`config.mk`:
```
export PLATFORM = sky130hd
export DESIGN_NAME = pc_sequencer
export DESIGN_NICKNAME = d
export VERILOG_FILES = /design/src/rtl/pc_sequencer.sv
export SDC_FILE = /design/constraint.sdc
export NUM_CORES = 1
export LEC_CHECK = 0
export ABC_AREA = 1
export CAP_MARGIN = 20
export CORE_ASPECT_RATIO = 0.7
export CORE_MARGIN = 2
export CORE_UTILIZATION = 40
export CTS_CLUSTER_SIZE = 30
export DETAILED_ROUTE_END_ITERATION = 10
export GPL_ROUTABILITY_DRIVEN = 0
export PLACE_DENSITY_LB_ADDON = 0.2
export SLEW_MARGIN = 25
export SYNTH_ARGS = -nofsm -noshare
export SYNTH_HDL_FRONTEND = slang
export SYNTH_SLANG_ARGS = --single-unit
```
`constraint.sdc`:
```
create_clock -name clk -period 6.08 [get_ports clk]
set_clock_uncertainty 0.2 [all_clocks]
set_input_delay 0.912 -clock clk [delete_from_list [all_inputs] [get_ports clk]]
set_output_delay 0.912 -clock clk [all_outputs]
set_load 0.005 [all_outputs]
```
`src/rtl/pc_sequencer.sv`:
```
// Fetch-stage program counter: sequential step, relative/absolute redirect,
// exception vectoring, stall-time redirect buffering and misalignment trapping.
module pc_sequencer #(
  parameter int unsigned WIDTH        = 32,
  parameter int unsigned STEP         = 4,
  parameter int unsigned ALIGN_BITS   = 2,
  parameter logic [31:0] RESET_VECTOR = 32'hBFC0_0000,
  parameter logic [31:0] EXC_VECTOR   = 32'h8000_0180
) (
  input  logic             clk,
  input  logic             rst_n,
  input  logic             fetch_ready,
  output logic             fetch_valid,
  output logic [WIDTH-1:0] pc,
  output logic [WIDTH-1:0] pc_plus_step,
  input  logic             stall,
  input  logic             redirect_valid,
  input  logic             redirect_kind,
  input  logic [WIDTH-1:0] redirect_value,
  input  logic             exc_req,
  output logic [WIDTH-1:0] epc,
  output logic             misalign,
  output logic             redirect_pending
);

  typedef enum logic [1:0] {ST_BOOT, ST_RUN, ST_TRAP} state_t;

  localparam logic [WIDTH-1:0] L_RESET_PC   = WIDTH'(RESET_VECTOR);
  localparam logic [WIDTH-1:0] L_EXC_PC     = WIDTH'(EXC_VECTOR);
  localparam logic [WIDTH-1:0] L_STEP       = WIDTH'(STEP);
  localparam logic [WIDTH-1:0] L_ALIGN_MASK = WIDTH'((64'd1 << ALIGN_BITS) - 64'd1);

  state_t           r_state;
  logic [WIDTH-1:0] r_pc;
  logic [WIDTH-1:0] r_epc;
  logic             r_misalign;
  logic             r_fetch_valid;
  logic             r_pend_valid;
  logic [WIDTH-1:0] r_pend_target;

  logic [WIDTH-1:0] w_pc_plus_step;
  logic [WIDTH-1:0] w_target;
  logic             w_misaligned;
  logic             w_trap;
  logic             w_step;

  assign w_pc_plus_step = r_pc + L_STEP;
  // Relative offsets are in instruction words, measured from the next sequential pc.
  assign w_target       = redirect_kind ? redirect_value
                                        : w_pc_plus_step + (redirect_value << ALIGN_BITS);
  assign w_misaligned   = redirect_kind && ((w_target & L_ALIGN_MASK) != '0);
  assign w_trap         = exc_req || (redirect_valid && w_misaligned);
  assign w_step         = (r_state == ST_RUN) && r_fetch_valid && fetch_ready && !stall;

  always_ff @(posedge clk or negedge rst_n) begin
    if (!rst_n) begin
      r_state       <= ST_BOOT;
      r_pc          <= L_RESET_PC;
      r_epc         <= '0;
      r_misalign    <= 1'b0;
      r_fetch_valid <= 1'b0;
      r_pend_valid  <= 1'b0;
    end else begin
      r_misalign <= 1'b0;
      if (exc_req) begin
        r_pc         <= L_EXC_PC;
        r_epc        <= r_pc;
        r_pend_valid <= 1'b0;
      end else if (redirect_valid && w_misaligned) begin
        r_pc         <= L_EXC_PC;
        r_epc        <= w_target;
        r_misalign   <= 1'b1;
        r_pend_valid <= 1'b0;
      end else if (redirect_valid && stall) begin
        r_pend_valid <= 1'b1;
      end else if (redirect_valid) begin
        r_pc         <= w_target;
        r_pend_valid <= 1'b0;
      end else if (r_pend_valid && !stall) begin
        r_pc         <= r_pend_target;
        r_pend_valid <= 1'b0;
      end else if (w_step) begin
        r_pc <= w_pc_plus_step;
      end

      // BOOT and TRAP are single-cycle bubbles; any trap re-enters TRAP.
      if (w_trap) begin
        r_state       <= ST_TRAP;
        r_fetch_valid <= 1'b0;
      end else begin
        r_state       <= ST_RUN;
        r_fetch_valid <= 1'b1;
      end
    end
  end

  // Pending target is datapath only; its valid bit gates every use.
  always_ff @(posedge clk) begin
    if (redirect_valid && stall && !w_trap) begin
      r_pend_target <= w_target;
    end
  end

  assign pc               = r_pc;
  assign pc_plus_step     = w_pc_plus_step;
  assign fetch_valid      = r_fetch_valid;
  assign epc              = r_epc;
  assign misalign         = r_misalign;
  assign redirect_pending = r_pend_valid;

endmodule

```
==> reports/summary.txt, run 1 <==
final total power: 2.37 mW
mux share of post-synthesis cell area: 0.256%
Post-synth EDFFs: 32
Synth-to-Final Area Change: 24.4%
Final Hold Viols: 0
die width: 171 um
min Tclk post-route: 4.41 ns
Post-Synth XOR/XNOR Area: 1.79%
Via-to-Cell Ratio: 5.34
Synth Cell Area: 7830 um2
All-Layer GR Usage: 27.0%
top cell type's share of synthesized area: 21.3%
combinational family with the most area after synthesis: simple AND/OR/NAND/NOR gates
storage element area: 2670 um2
largest net degree at the start of global routing: 69
CTS Buf Count: 9
part of the cycle the worst path needs: 72.5%
data arrival time of the critical path: 4.43 ns
max-slew violation count: 0
post-synthesis compound-gate area fraction: 12.2%
Primary FF master, synth: dfrtp_1
Worst setup EP type: register
htree depth: 3
TNS Setup: 0 ns
# diodes: 0
PwrDens: 243 nW/um2
Worst Path Required: 6.11 ns
Peak VDD IR: 0.000132 V
Net count, final: 1394
post-CTS sizing: 0
share of post-route cells with drive strength above 1: 4.31%
DRC viols: 0
post-route ant nets: 0
area taken by multi-input logic gates: 4370 um2
CP Launch Type: register
Hold Buf Count CTS: 0
Leak: 4.73 nW
initial antenna violation count: 0
Synth Instances: 1195
initial DRC count: 983
Clock Tree Buf Depth: 2
initial cell density of the core: 41.1%
Final setup viols: 0
Seq/Total Area, Yosys: 34.2%
Routed Wire Length: 27700 um
pre-CTS setup slack: 1.76 ns
first-pass GRT wire length: 42700 um
via count: 8479
TritonRoute pass-1 iters: 6
Placed Area: 9430 um2
Crit Path Max Fanout: 6
Slew HR: 31.1%
clock latency on the worst-skew pair: 0.35 ns
Distinct cells, synth: 44
CTS clk-pin slew, worst paths: 0.07 ns
CTS tree: done
pin slew with the least headroom to its limit: 1.03 ns
core area: 19000 um2
die area: 20700 um2
wire per inst: 17.4 um
vias in the first global route: 7550
IO Port Bufs: 137
most frequent cells after synthesis: nand2_1, inv_1, nand3_1
worst hold path type: reg -> reg
count leader, synth: nand2_1
Syn. warnings: 0
postcts setup bufs: 0
Final Instance Area: 9740 um2
Syn Nets: 1271
synth top area cells: nand2_1, dfrtp_1, edfxtp_1
hpwl dp: 21300 um
CTS Root Cell: clkbuf_16
biggest area consumer among synthesized cells: nand2_1
FMAX: 227 MHz
Setup CP Type: reg -> reg
syn avg cell area: 6.55 um2
Synth Area in Simple Gates: 35.5%
Die H: 121 um
filler instances: 1930
status: finished clean
Remaining Overflow, GRT: 0
register bit total from synthesis: 100
fraction of registers with async set/reset: 68.0%
RSZ-0062 raised after global routing: no
row cnt: 42
Synth Area in Adders: 6.01%
# IOs: 138
Max Cap Viol: 0
final worst slack: 1.67 ns
clock sinks: 100
power by group:
group	internal, mW	switching [mW]	leakage (nW)
Clock	0.337	0.269	0.149
Sequential	0.781	0.0752	1.15
Combinational	0.374	0.535	3.43
Total	1.49	0.879	4.73
metrics by stage:
stage | instances | util [%] | hold WS [ns]
floorplan | 1195 | - | 0.276
detailed placement | 1571 | 49.6 | 0.279
global route | 1587 | 51.2 | 0.327
CTS | 1587 | 51.2 | 0.297
finish | 1587 | 51.2 | 0.296
global placement | 1571 | 49.6 | 0.276
critical path, cell delays in order (launching register included):
cell	delay, ns
dfrtp_1	0.47
ha_1	0.38
nand2_1	0.12
inv_1	0.09
nand2_1	0.08
nor2_1	0.23
nand2_1	0.15
nor2_2	0.28
inv_1	0.15
nand2_1	0.08
o21ai_0	0.08
inv_1	0.18
ha_1	0.22
a21oi_1	0.10
o21ai_0	0.48
nand3b_1	0.36
nand2_1	0.12
nand2_1	0.08
nand2_1	0.04
nand3_1	0.15
nand2_1	0.11
nand2_1	0.07
nand3_1	0.07
routing by layer:
layer	track usage [%]	part of all wire (%)	routed length (um)	vias up
met5	0	0	0	-
li1	-	-	-	4069
met2	40.4	42	11600	459
met1	40.2	47	12900	3904
met4	6.94	2.3	631	0
met3	4.47	9.2	2550	47
worst paths after layout:
kind / from / endpoint / slack (ns) / cells past startpoint
worst max-delay path: pc[3] / epc[22] / 1.67 / 22
worst min-delay path: epc[3] / epc[3] / 0.30 / 2
worst max register to register: pc[3] / epc[22] / 1.67 / 22
worst min register to register: epc[3] / epc[3] / 0.30 / 2
max in group asynchronous: rst_n / epc[22] / 4.51 / 2
min in group asynchronous: rst_n / epc[11] / 0.57 / 2
state kept, by name (all words and copies together), names as in the netlist:
name              count
epc                  32
pc                   32
r_pend_target        32
r_state               2
misalign              1
redirect_pending      1
cells in the final DEF (no fill, tap or decap), types with 12 or more instances in the layout:
| cell type | netlist | layout |
|---|---|---|
| o21ai_1 | 13 | 13 |
| ha_1 | 36 | 36 |
| a21oi_1 | 53 | 53 |
| nand2_1 | 445 | 445 |
| nand3_1 | 98 | 98 |
| nor3_1 | 12 | 12 |
| inv_1 | 163 | 163 |
| o21ai_0 | 50 | 50 |
| xor2_1 | 13 | 13 |
| clkdlybuf4s50_1 | 0 | 136 |
| dfrtp_1 | 59 | 59 |
| nor2_1 | 83 | 83 |
| o211ai_1 | 18 | 18 |
| edfxtp_1 | 32 | 32 |
final cells by class:
cell class	count	share of cell area [%]
clock buffer	11	2.49
clock inverter	5	0.681
inverter	168	6.49
multi-input combinational	894	44.9
sequential	100	27.5
tap	264	3.39
timing repair buffer	145	14.6
cell families (layout without fill, tap and decap cells):
| logic type | count (synthesis) | in the layout |
|---|---|---|
| AO/OA/AOI/OAI | 165 | 165 |
| XOR/XNOR | 16 | 16 |
| adder cells (fa/ha/maj) | 37 | 37 |
| buffers and inverters | 201 | 329 |
| flip-flops | 100 | 100 |
| multiplexers | 2 | 2 |
| AND/OR/NAND/NOR | 674 | 674 |
Power figures use the tool's default switching activity.
==> inputs of run 2 (changes only) <==
==> constraint.sdc (replaced) <==
create_clock -name clk -period 3.9 [get_ports clk]
set_clock_uncertainty 0.2 [all_clocks]
set_input_delay 0.585 -clock clk [delete_from_list [all_inputs] [get_ports clk]]
set_output_delay 0.585 -clock clk [all_outputs]
set_load 0.005 [all_outputs]
==> reports/summary.txt, run 2 (synthesized netlist as in run 1, its figures left out) <==
largest net degree at the start of global routing: 45
DRC viols: 0
Crit Path Max Fanout: 5
part of the cycle the worst path needs: 96.1%
Worst setup EP type: register
area taken by multi-input logic gates: 4480 um2
via count: 8581
vias in the first global route: 7957
Inst Count DP: 1595
final worst slack: 0.153 ns
pin slew with the least headroom to its limit: 0.822 ns
row cnt: 42
die width: 171 um
Final setup viols: 0
first-pass GRT wire length: 44800 um
Hold Buf Count CTS: 0
initial DRC count: 975
commonest cells after routing, fill and taps aside: nand2_1, inv_1, clkdlybuf4s50_1, nand3_1, nor2_1
storage element area: 2680 um2
Peak VDD IR: 0.000193 V
Clock Tree Buf Depth: 2
pre-CTS setup slack: 0.118 ns
FMAX: 267 MHz
status: finished clean
Finished Layout Cells: 1611
PwrDens: 388 nW/um2
share of post-route cells with drive strength above 1: 8.39%
Slew HR: 45.1%
CTS tree: done
Pint: 2.51 mW
Setup CP Type: reg -> reg
htree depth: 3
Routed Wire Length: 29600 um
Logic pwr share: 38.3%
clock latency on the worst-skew pair: 0.36 ns
initial antenna violation count: 0
die area: 20700 um2
Synth-to-Final Area Change: 28.9%
# diodes: 0
# IOs: 138
wire per inst: 18.3 um
commonest non-fill, non-tap cell in the layout: nand2_1
Max Cap Viol: 0
min Tclk post-route: 3.75 ns
max-slew violation count: 0
initial cell density of the core: 41.1%
CTS Root Cell: clkbuf_16
clock sinks: 100
hpwl dp: 22200 um
clock group share of total power: 27.7%
core area: 19000 um2
Net count, final: 1418
post-layout util: 53.0%
filler instances: 1911
post-route ant nets: 0
Via-to-Cell Ratio: 5.33
CTS Buf Count: 9
Leak: 4.88 nW
Remaining Overflow, GRT: 0
CP Launch Type: register
Switching Fraction: 35.9%
IO Port Bufs: 137
data arrival time of the critical path: 3.65 ns
Worst Path Required: 3.80 ns
sequential share of power: 34.0%
worst hold path type: in -> async
Final Hold Viols: 0
sw power: 1.40 mW
TritonRoute pass-1 iters: 5
Die H: 121 um
All-Layer GR Usage: 28.5%
CTS clk-pin slew, worst paths: 0.07 ns
[run 2: cell types whose count changed in the layout (fill, tap and decap cells not counted), sizes merged]
cell / delta
clkinvlp: -1
clkinv: +1
buf: +24
bufinv: +2
inv: -2
[run 2: through the flow]
step,cell area [um2],setup TNS [ns],hold WS [ns],power [mW]
after floorplan,7830,0,0.0894,2.10
after global placement,9610,0,0.271,2.78
after detailed placement,9610,0,0.273,2.79
after CTS,9970,0,0.0492,3.87
after global routing,10100,-0.0711,0.0810,4.13
final,10100,0,0.0405,3.92
[run 2: critical path, stage by stage, from the launching register on]
cell and delay (ns):
dfrtp_1 0.43, nand2_1 0.20, nor3_1 0.36, nand2_1 0.13, nor2_1 0.33, nand3_1 0.16, nand2_1 0.18, inv_1 0.09
ha_1 0.38, nand2_1 0.16, nor2_1 0.17, inv_1 0.07, nor3_1 0.18, nand2_1 0.12, nand2_1 0.09, nand2_1 0.04
nand3_1 0.09, nand2_1 0.11
[run 2: worst paths after layout]
| path | start | to | slack (ns) | cells past startpoint |
|---|---|---|---|---|
| worst max-delay path | pc[9] | r_pend_target[29] | 0.15 | 17 |
| min in group clk | epc[3] | epc[3] | 0.29 | 2 |
| worst min-delay path | rst_n | epc[5] | 0.04 | 1 |
| worst max register to register | pc[9] | r_pend_target[29] | 0.15 | 17 |
| max in group asynchronous | rst_n | pc[22] | 2.59 | 2 |
| worst min register to register | epc[3] | epc[3] | 0.29 | 2 |
[run 2: layout make-up]
type                            instances  share of cell area [%]
Clock buffer                           11                    2.51
Inverter                              168                    6.26
Multi-Input combinational cell        894                    44.4
Tap cell                              264                    3.27
Clock inverter                          5                    1.05
Timing Repair Buffer                  169                    15.9
Sequential cell                       100                    26.6
[run 2: power by group through the flow]
stage | registers [mW] | logic (mW) | clock network (mW)
after floorplan | 1.32 | 0.772 | 0
after global placement | 1.34 | 1.43 | 0
after detailed placement | 1.34 | 1.45 | 0
after CTS | 1.32 | 1.45 | 1.09
after global routing | 1.34 | 1.65 | 1.14
final | 1.33 | 1.50 | 1.09
[run 2: layer usage]
metal	part of all wire, %	vias to the layer above	track usage [%]
met4	3.4	0	10.3
li1	-	4124	-
met1	46	3979	41.1
met3	9.0	59	5.58
met2	42	419	42.4
met5	0	-	0
[run 2: repair_timing]
action,CTS,global route
setup endpoints to repair,0,65
hold endpoints to repair,0,0
gates resized for setup,0,40
setup buffers,0,0
